$ cat src/rtl/simon_game_core.sv
// Simon memory game core: grows a random lamp sequence, plays it back,
// then checks the player's button presses against it with a timeout.
module simon_game_core #(
  parameter int NUM_BUTTONS    = 4,
  parameter int DEPTH          = 16,
  parameter int STEP_CYCLES    = 4,
  parameter int GAP_CYCLES     = 2,
  parameter int TIMEOUT_CYCLES = 1000,
  localparam int BW = (NUM_BUTTONS > 2) ? $clog2(NUM_BUTTONS) : 1,
  localparam int LW = $clog2(DEPTH + 1)
) (
  input  logic                   clk,
  input  logic                   rst,
  input  logic                   start,
  input  logic [BW-1:0]          btn_idx,
  input  logic                   btn_valid,
  input  logic [BW-1:0]          rand_idx,
  output logic [NUM_BUTTONS-1:0] lamp,
  output logic                   busy,
  output logic                   win,
  output logic                   lose,
  output logic [LW-1:0]          level,
  output logic [LW-1:0]          high_score,
  output logic                   hs,
  output logic [2:0]             state_dbg
);

  localparam int AW   = $clog2(DEPTH);
  localparam int PMAX = (STEP_CYCLES > GAP_CYCLES) ? STEP_CYCLES : GAP_CYCLES;
  localparam int PW   = $clog2(PMAX + 1);
  localparam int TW   = $clog2(TIMEOUT_CYCLES + 1);

  localparam logic [BW:0]            NB_X = (BW+1)'(NUM_BUTTONS);
  localparam logic [NUM_BUTTONS-1:0] ONE  = {{(NUM_BUTTONS-1){1'b0}}, 1'b1};

  typedef enum logic [2:0] {
    S_IDLE, S_ADD, S_PLAY_ON, S_PLAY_GAP, S_WAIT_IN, S_WIN, S_LOSE
  } state_t;

  state_t          state_q, state_d;
  logic [LW-1:0]   len_q, len_d;
  logic [LW-1:0]   ptr_q, ptr_d;
  logic [PW-1:0]   pcnt_q, pcnt_d;
  logic [TW-1:0]   tmo_q, tmo_d;
  logic [LW-1:0]   high_score_q, high_score_d;
  logic            hs_q, hs_d;
  logic [BW-1:0]   mem_q [DEPTH];

  logic            mem_we;
  logic [BW-1:0]   mem_wdata;
  logic [BW-1:0]   cur_sym;
  logic            last_step;
  logic            btn_ok;
  logic            finish;
  logic [LW-1:0]   score;

  assign cur_sym   = mem_q[ptr_q[AW-1:0]];
  assign last_step = ((ptr_q + LW'(1)) == len_q);
  assign btn_ok    = ({1'b0, btn_idx} < NB_X) && (btn_idx == cur_sym);

  // Out-of-range random values are folded back by one NUM_BUTTONS step.
  always_comb begin
    if ({1'b0, rand_idx} < NB_X) mem_wdata = rand_idx;
    else                         mem_wdata = rand_idx - BW'(NUM_BUTTONS);
  end

  always_comb begin
    state_d      = state_q;
    len_d        = len_q;
    ptr_d        = ptr_q;
    pcnt_d       = pcnt_q;
    tmo_d        = tmo_q;
    high_score_d = high_score_q;
    hs_d         = hs_q;
    mem_we       = 1'b0;
    finish       = 1'b0;
    score        = '0;
    case (state_q)
      S_IDLE, S_WIN, S_LOSE: begin
        if (start) begin
          len_d   = '0;
          ptr_d   = '0;
          hs_d    = 1'b0;
          state_d = S_ADD;
        end
      end
      S_ADD: begin
        mem_we  = 1'b1;
        len_d   = len_q + LW'(1);
        ptr_d   = '0;
        pcnt_d  = PW'(STEP_CYCLES - 1);
        state_d = S_PLAY_ON;
      end
      S_PLAY_ON: begin
        if (pcnt_q == '0) begin
          pcnt_d  = PW'(GAP_CYCLES - 1);
          state_d = S_PLAY_GAP;
        end else begin
          pcnt_d = pcnt_q - PW'(1);
        end
      end
      S_PLAY_GAP: begin
        if (pcnt_q != '0) begin
          pcnt_d = pcnt_q - PW'(1);
        end else if (!last_step) begin
          ptr_d   = ptr_q + LW'(1);
          pcnt_d  = PW'(STEP_CYCLES - 1);
          state_d = S_PLAY_ON;
        end else begin
          ptr_d   = '0;
          tmo_d   = TW'(TIMEOUT_CYCLES);
          state_d = S_WAIT_IN;
        end
      end
      S_WAIT_IN: begin
        // A press in the expiry cycle still counts; the timeout only fires on silence.
        if (btn_valid) begin
          if (btn_ok) begin
            tmo_d = TW'(TIMEOUT_CYCLES);
            if (!last_step) begin
              ptr_d = ptr_q + LW'(1);
            end else if (len_q == LW'(DEPTH)) begin
              finish  = 1'b1;
              score   = len_q;
              state_d = S_WIN;
            end else begin
              state_d = S_ADD;
            end
          end else begin
            finish  = 1'b1;
            score   = len_q - LW'(1);
            state_d = S_LOSE;
          end
        end else if (tmo_q == TW'(1)) begin
          finish  = 1'b1;
          score   = len_q - LW'(1);
          state_d = S_LOSE;
        end else begin
          tmo_d = tmo_q - TW'(1);
        end
      end
      default: state_d = S_IDLE;
    endcase
    if (finish && (score > high_score_q)) begin
      high_score_d = score;
      hs_d         = 1'b1;
    end
  end

  always_ff @(posedge clk) begin
    if (rst) begin
      state_q      <= S_IDLE;
      len_q        <= '0;
      ptr_q        <= '0;
      pcnt_q       <= '0;
      tmo_q        <= '0;
      high_score_q <= '0;
      hs_q         <= 1'b0;
    end else begin
      state_q      <= state_d;
      len_q        <= len_d;
      ptr_q        <= ptr_d;
      pcnt_q       <= pcnt_d;
      tmo_q        <= tmo_d;
      high_score_q <= high_score_d;
      hs_q         <= hs_d;
    end
  end

  // Sequence storage carries no reset; len bounds what is ever read.
  always_ff @(posedge clk) begin
    if (mem_we && !rst) mem_q[len_q[AW-1:0]] <= mem_wdata;
  end

  always_comb begin
    lamp = '0;
    case (state_q)
      S_PLAY_ON: lamp = ONE << cur_sym;
      S_WAIT_IN: if (btn_valid) lamp = ONE << btn_idx;
      default:   lamp = '0;
    endcase
  end

  assign busy       = !((state_q == S_IDLE) || (state_q == S_WIN) || (state_q == S_LOSE));
  assign win        = (state_q == S_WIN);
  assign lose       = (state_q == S_LOSE);
  assign level      = len_q;
  assign high_score = high_score_q;
  assign hs         = hs_q;
  assign state_dbg  = state_q;

endmodule

$ cat config.mk
export PLATFORM = sky130hd
export DESIGN_NAME = simon_game_core
export DESIGN_NICKNAME = d
export VERILOG_FILES = /design/src/rtl/simon_game_core.sv
export SDC_FILE = /design/constraint.sdc
export NUM_CORES = 1
export LEC_CHECK = 0
export BUFFER_PORTS_ARGS = -buffer_cell sky130_fd_sc_hd__buf_2
export CORE_MARGIN = 4
export CORE_UTILIZATION = 50
export CTS_CLUSTER_DIAMETER = 60
export DETAILED_ROUTE_END_ITERATION = 10
export GPL_ROUTABILITY_DRIVEN = 0
export MAX_ROUTING_LAYER = met4
export PLACE_DENSITY = 0.78
export RECOVER_POWER = 25
export SLEW_MARGIN = 10
export SYNTH_ARGS = -nofsm -noshare
export SYNTH_HDL_FRONTEND = slang
export SYNTH_SLANG_ARGS = --single-unit
$ cat constraint.sdc
create_clock -name clk -period 3.6 [get_ports clk]
set_input_delay 0.72 -clock clk [delete_from_list [all_inputs] [get_ports clk]]
set_output_delay 0.72 -clock clk [all_outputs]
set_load 0.005 [all_outputs]
# Word-level counts from Yosys, hierarchy flattened

Memory sizes are Yosys's and may differ from the RTL's. A register that Yosys moved wholly into a read port is not among the register bits.
Index checks and enable logic that the tools add are counted.

Add/sub/neg operators: 5
$lt $le $gt $ge: 1
Equal/unequal tests: 22
Shift-type cells: 2
Multiplexer cells: 50
Reduce and logical (&&, ||, !) cells: 22

Operator list:

| cell                                                  | number |
|---|---|
| 2-to-1 mux 5 bit                                      | 12 |
| 2-to-1 mux 10 bit                                     | 5 |
| 2-to-1 mux 3 bit                                      | 12 |
| case mux 10 bit (2 select lines)                      | 1 |
| case mux 5 bit (4 select lines)                       | 1 |
| case mux 3 bit (5 select lines)                       | 1 |
| inequality test 2 bit (second input constant)         | 7 |
| 2-to-1 mux 1 bit                                      | 12 |
| 2-to-1 mux 4 bit                                      | 3 |
| inequality test 3 bit (second input constant)         | 4 |
| adder 5 x 1 -> 5 bit (second input constant)          | 2 |
| equality test 10 x 1 -> 1 bit (second input constant) | 1 |
| case mux 5 bit (2 select lines)                       | 1 |
| AND reduction 5 bit                                   | 2 |
| subtractor 10 x 1 -> 10 bit (second input constant)   | 1 |
| equality test 3 bit (second input constant)           | 3 |
| case mux 3 bit (3 select lines)                       | 1 |
| case mux 4 bit (2 select lines)                       | 1 |
| nonzero test 2 bit                                    | 4 |
| left shift 1 x 2 -> 4 bit (first input constant)      | 2 |
| equality test 3 x 2 -> 1 bit (second input constant)  | 2 |
| logical NOT 3 bit                                     | 2 |
| AND reduction 2 bit                                   | 3 |
| AND reduction 6 bit                                   | 1 |
| 14 further kinds                                      | 18 |

Bits in registers: 32
RAM bits: 32
Input bits: 8
Output and inout bits: 21
Word-level logic and storage cells: 110
Memories: 1

Memory list:

| memory | depth | bits a word | rd ports | clocked after Yosys merged registers in | wr ports | RTL line | source |
|---|---|---|---|---|---|---|---|
| mem_q  | 16    | 2           | 1        | 1                                       | 1        | 47       | `logic [BW-1:0] mem_q [DEPTH];` |

# Longest topological paths before layout

Depth after elaboration: 10
Depth in mapped cells: 17
Depth with buffers taken out: 16

# Least setup slack after synthesis

Ideal clock, no wire load.

Path kind: reg2reg
Start point: register (tool-made name)
End point: register high_score_q[0], in the netlist high_score[0]
Library setup time: 0.116 ns
Arrival: 3.197 ns
Required time: 3.484 ns
Slack: 0.286 ns
Stages on the path, launching flop included: 17
Buffers on the path: 1
Cells stage by stage: dfxtp_1 -> buf_6 -> mux2i_1 -> mux4_2 -> xor2_1 -> o211ai_1 -> nand2_1 -> a41oi_1 -> nor2_1 -> ha_1 -> nor2b_1 -> o21a_1 -> o21a_1 -> o21ai_0 -> a221oi_2 -> nand2_1 -> o211a_1

RTL lines:

| element              | RTL line | source |
|---|---|---|
| end signal, assigned | 165      | `high_score_q <= high_score_d;` |
| end, declared        | 45       | `logic [LW-1:0] high_score_q, high_score_d;` |

==> flow_summary.ini <==
[global_route]
grt_pass1_wl_um = 15380
overflow = 0
grt_pass1_vias = 3222
grt_max_degree = 34
track_usage_pct = 22.38
grt_antenna_before_repair = 0

[sta]
rsz0062_at_grt = yes
fin_skew_ns = 0.008365
worstMarginPinSlew_ns = 0.7363
finalCritPeriodShare_pct = 98.29
max_freq_ghz = 0.2826
layout_setup_ws_ns = 0.06174
period_needed_ns = 3.538
slew_violations = 0
hold_viol_final = 0
slew-limit-headroom_pct = 50.40
setup_viol = 0
holdWs_ns = 0.4654

[pwr]
vdd_drop_max_uv = 288.4
power.total_mw = 2.744
power_density_mw_per_mm2 = 605.5
p_leak_nw = 1.689

[setup_path]
critPathMaxFanout = 9
slowest_delay_ns = 0.55
cp-start-kind = flip-flop
cp_slowest_cell = mux4_2
crit_top_cell = o21a_1
cp_data_required_time_ns = 3.88
rr_worst_depth = 17
crit_path_end_kind = flip-flop
crit_arrival_ns = 3.82
r2r_end = high_score[4]$_SDFFE_PP0P_
path_class = reg2reg
path_cells = buf_12 -> mux2i_1 -> mux4_2 -> xor2_4 -> o2111a_4 -> nor3_2 -> a41oi_2 -> nor2_1 -> ha_1 -> nor2b_1 -> o21a_1 -> o21a_1 -> o21ai_2 -> a221oi_2 -> buf_4 -> and2_4 -> a211oi_2
endpoint = high_score[4]$_SDFFE_PP0P_
r2r_setup_slack_ns = 0.06

[yosys]
synth_seq_cells = 68
synth-adder-area-share_pct = 5.140
synth_compound_area_share_pct = 18.93
synth_warnings = 0
synthMuxAreaShare_pct = 5.530
syn_avg_cell_area_um2 = 9.591
netlist_instances = 401
synth_nets = 424
synth_top_area_share_pct = 24.98
synthFlopType = dfxtp_1
synth_top_family_by_area = compound AO/OA/AOI/OAI gates
synth_simple_gate_area_share_pct = 18.80
ys_top_cells_by_area = edfxtp_1, dfxtp_1, mux2i_1
synth_area_mm2 = 0.003846
synthArstFlopShare_pct = 0
yosysUniqueCellTypes = 67
synth_xor_area_share_pct = 3.481
yosys.area.top_type = edfxtp_1
synth_edf_count = 32
yosysSeqAreaShare_pct = 43.72

[placement]
portBuffers = 28
hpwl_um = 6735
dp_slack_ns = -0.1340

[clock_tree]
h-tree-depth = 3
clockBufferDepth = 2
cts_root_buffer = clkbuf_8
cts_tree = yes
clkTransAtPathRegs_ns = 0.08
cts-buffers-inserted = 9
clock_latency_ns = 0.36
cts_sinks = 68
holdBufCountCts = 0

[finish]
fillers = 621
areaGrowthSynthToFinish_pct = 17.83
n_antenna_cell = 0
drive_gt1_share_pct = 21.83
fin_nets = 467

[die]
dieWidth_um = 95.71
die_area_mm2 = 0.009159
io_pins = 29
fp.coreArea_mm2 = 0.007370
initial_utilization_pct = 52.19
fp-row-count = 31
die_y_um = 95.71

[routing]
wl_um = 9448
drt_iter0_drc = 315
firstDrtPassIters = 5
ant_nets = 0
vias = 3326
drc = 0
detail_route.wl_per_cell_um = 17.24
vias_per_cell = 6.069

[hold_path]
holdCritPathClass = reg2reg

[run]
cap_violations = 0

[status]
outcome = finished, final reports clean
[power by group]
part,total (mW),internal [mW],switching (mW)
combinational,1.08,0.440,0.643
clock,0.666,0.332,0.334
sequential,0.995,0.885,0.110
[sequential cells by signal, summed over array words and instances, names as in the netlist, named ones only]
name and count:
ptr_q 5, high_score 5, pcnt_q 3, state_dbg 3, hs 1, mem_q 32, level 5, tmo_q 10
[timing repair]
item	4_1_cts	5_1_grt
gates cloned	0	0
endpoints found under the setup margin	5	6
buffers inserted	6	2
pin swaps	2	5
gates resized for setup	4	24
[cell families after synthesis]
kind of cell,after synthesis
AND/OR/NAND/NOR,151
flip-flops,68
multiplexers,20
adder cells (fa/ha/maj),16
AO/OA/AOI/OAI,98
XOR/XNOR,12
buffers and inverters,36
[area by class of cell]
cell class	instances	area (µm²)	area share (%)
multi-input combinational	297	2121	46.80
sequential	68	1684	37.16
timing repair buffer	47	317.8	7.013
clock buffer	9	123.9	2.733
tap	99	123.9	2.733
clock inverter	7	82.58	1.822
inverter	21	78.83	1.739
[cell usage in the layout, fill, tap and decap left out, drive strengths merged, types with 4 or more instances in the layout]
cell	Yosys	routed
a21oi	23	23
a22oi	7	7
a311oi	6	6
a31oi	5	5
a41oi	4	4
and3	4	4
buf	5	45
clkbuf	10	11
dfxtp	36	36
edfxtp	32	32
ha	15	15
inv	21	25
mux2i	19	19
nand2	38	38
nand2b	11	11
nand3	15	15
nor2	46	46
nor3	15	15
o21ai	11	11
o31ai	5	5
xnor2	5	5
xor2	5	5
[cell usage after synthesis, drive strengths merged, types with 5 or more instances]
library cell,count
buf,5
ha,15
clkbuf,10
a21oi,23
edfxtp,32
nand3,15
xor2,5
a311oi,6
nor3,15
o21ai,11
nor2,46
inv,21
xnor2,5
a22oi,7
a31oi,5
nand2,38
dfxtp,36
mux2i,19
o31ai,5
nand2b,11
[worst min path at each step]
stage                                 from                     end  slack (ns)  cells after the start
detailed placement         hs$_SDFFE_PP0P_         hs$_SDFFE_PP0P_        0.45                      2
CTS                        hs$_SDFFE_PP0P_         hs$_SDFFE_PP0P_        0.47                      2
finish                     hs$_SDFFE_PP0P_         hs$_SDFFE_PP0P_        0.47                      2
floorplan           pcnt_q[1]$_SDFFE_PP0P_  pcnt_q[1]$_SDFFE_PP0P_        0.45                      2
global placement           hs$_SDFFE_PP0P_         hs$_SDFFE_PP0P_        0.45                      2
global route               hs$_SDFFE_PP0P_         hs$_SDFFE_PP0P_        0.49                      2
[metrics by stage]
stage / area [µm²] / TNS [ns] / util [%] / std cells
2_1_floorplan: 3846 / 0 / - / 401
4_1_cts: 4405 / -0.001478 / 59.78 / 546
3_3_place_gp: 4115 / 0 / 55.84 / 524
3_5_place_dp: 4115 / -0.4954 / 55.84 / 524
6_report: 4532 / 0 / 61.49 / 548
5_1_grt: 4532 / -0.4603 / 61.49 / 548
[critical path: cells and delay by family (launching register included)]
family                   cells  cell delay (ns)
flip-flops                   1             0.33
buffers and inverters        2             0.31
XOR/XNOR                     1             0.20
AO/OA/AOI/OAI                7             1.21
multiplexers                 2             0.66
AND/OR/NAND/NOR              4             0.43
adder cells (fa/ha/maj)      1             0.32
[routing by layer]
layer | part of all wire [%] | up-vias | GRT usage [%]
met5 | 0 | - | -
met4 | 2.6 | 0 | 9.123
met3 | 7.0 | 28 | 6.177
met2 | 47 | 126 | 34.16
met1 | 43 | 1597 | 28.12
li1 | - | 1575 | -
Power figures use the tool's default switching activity.
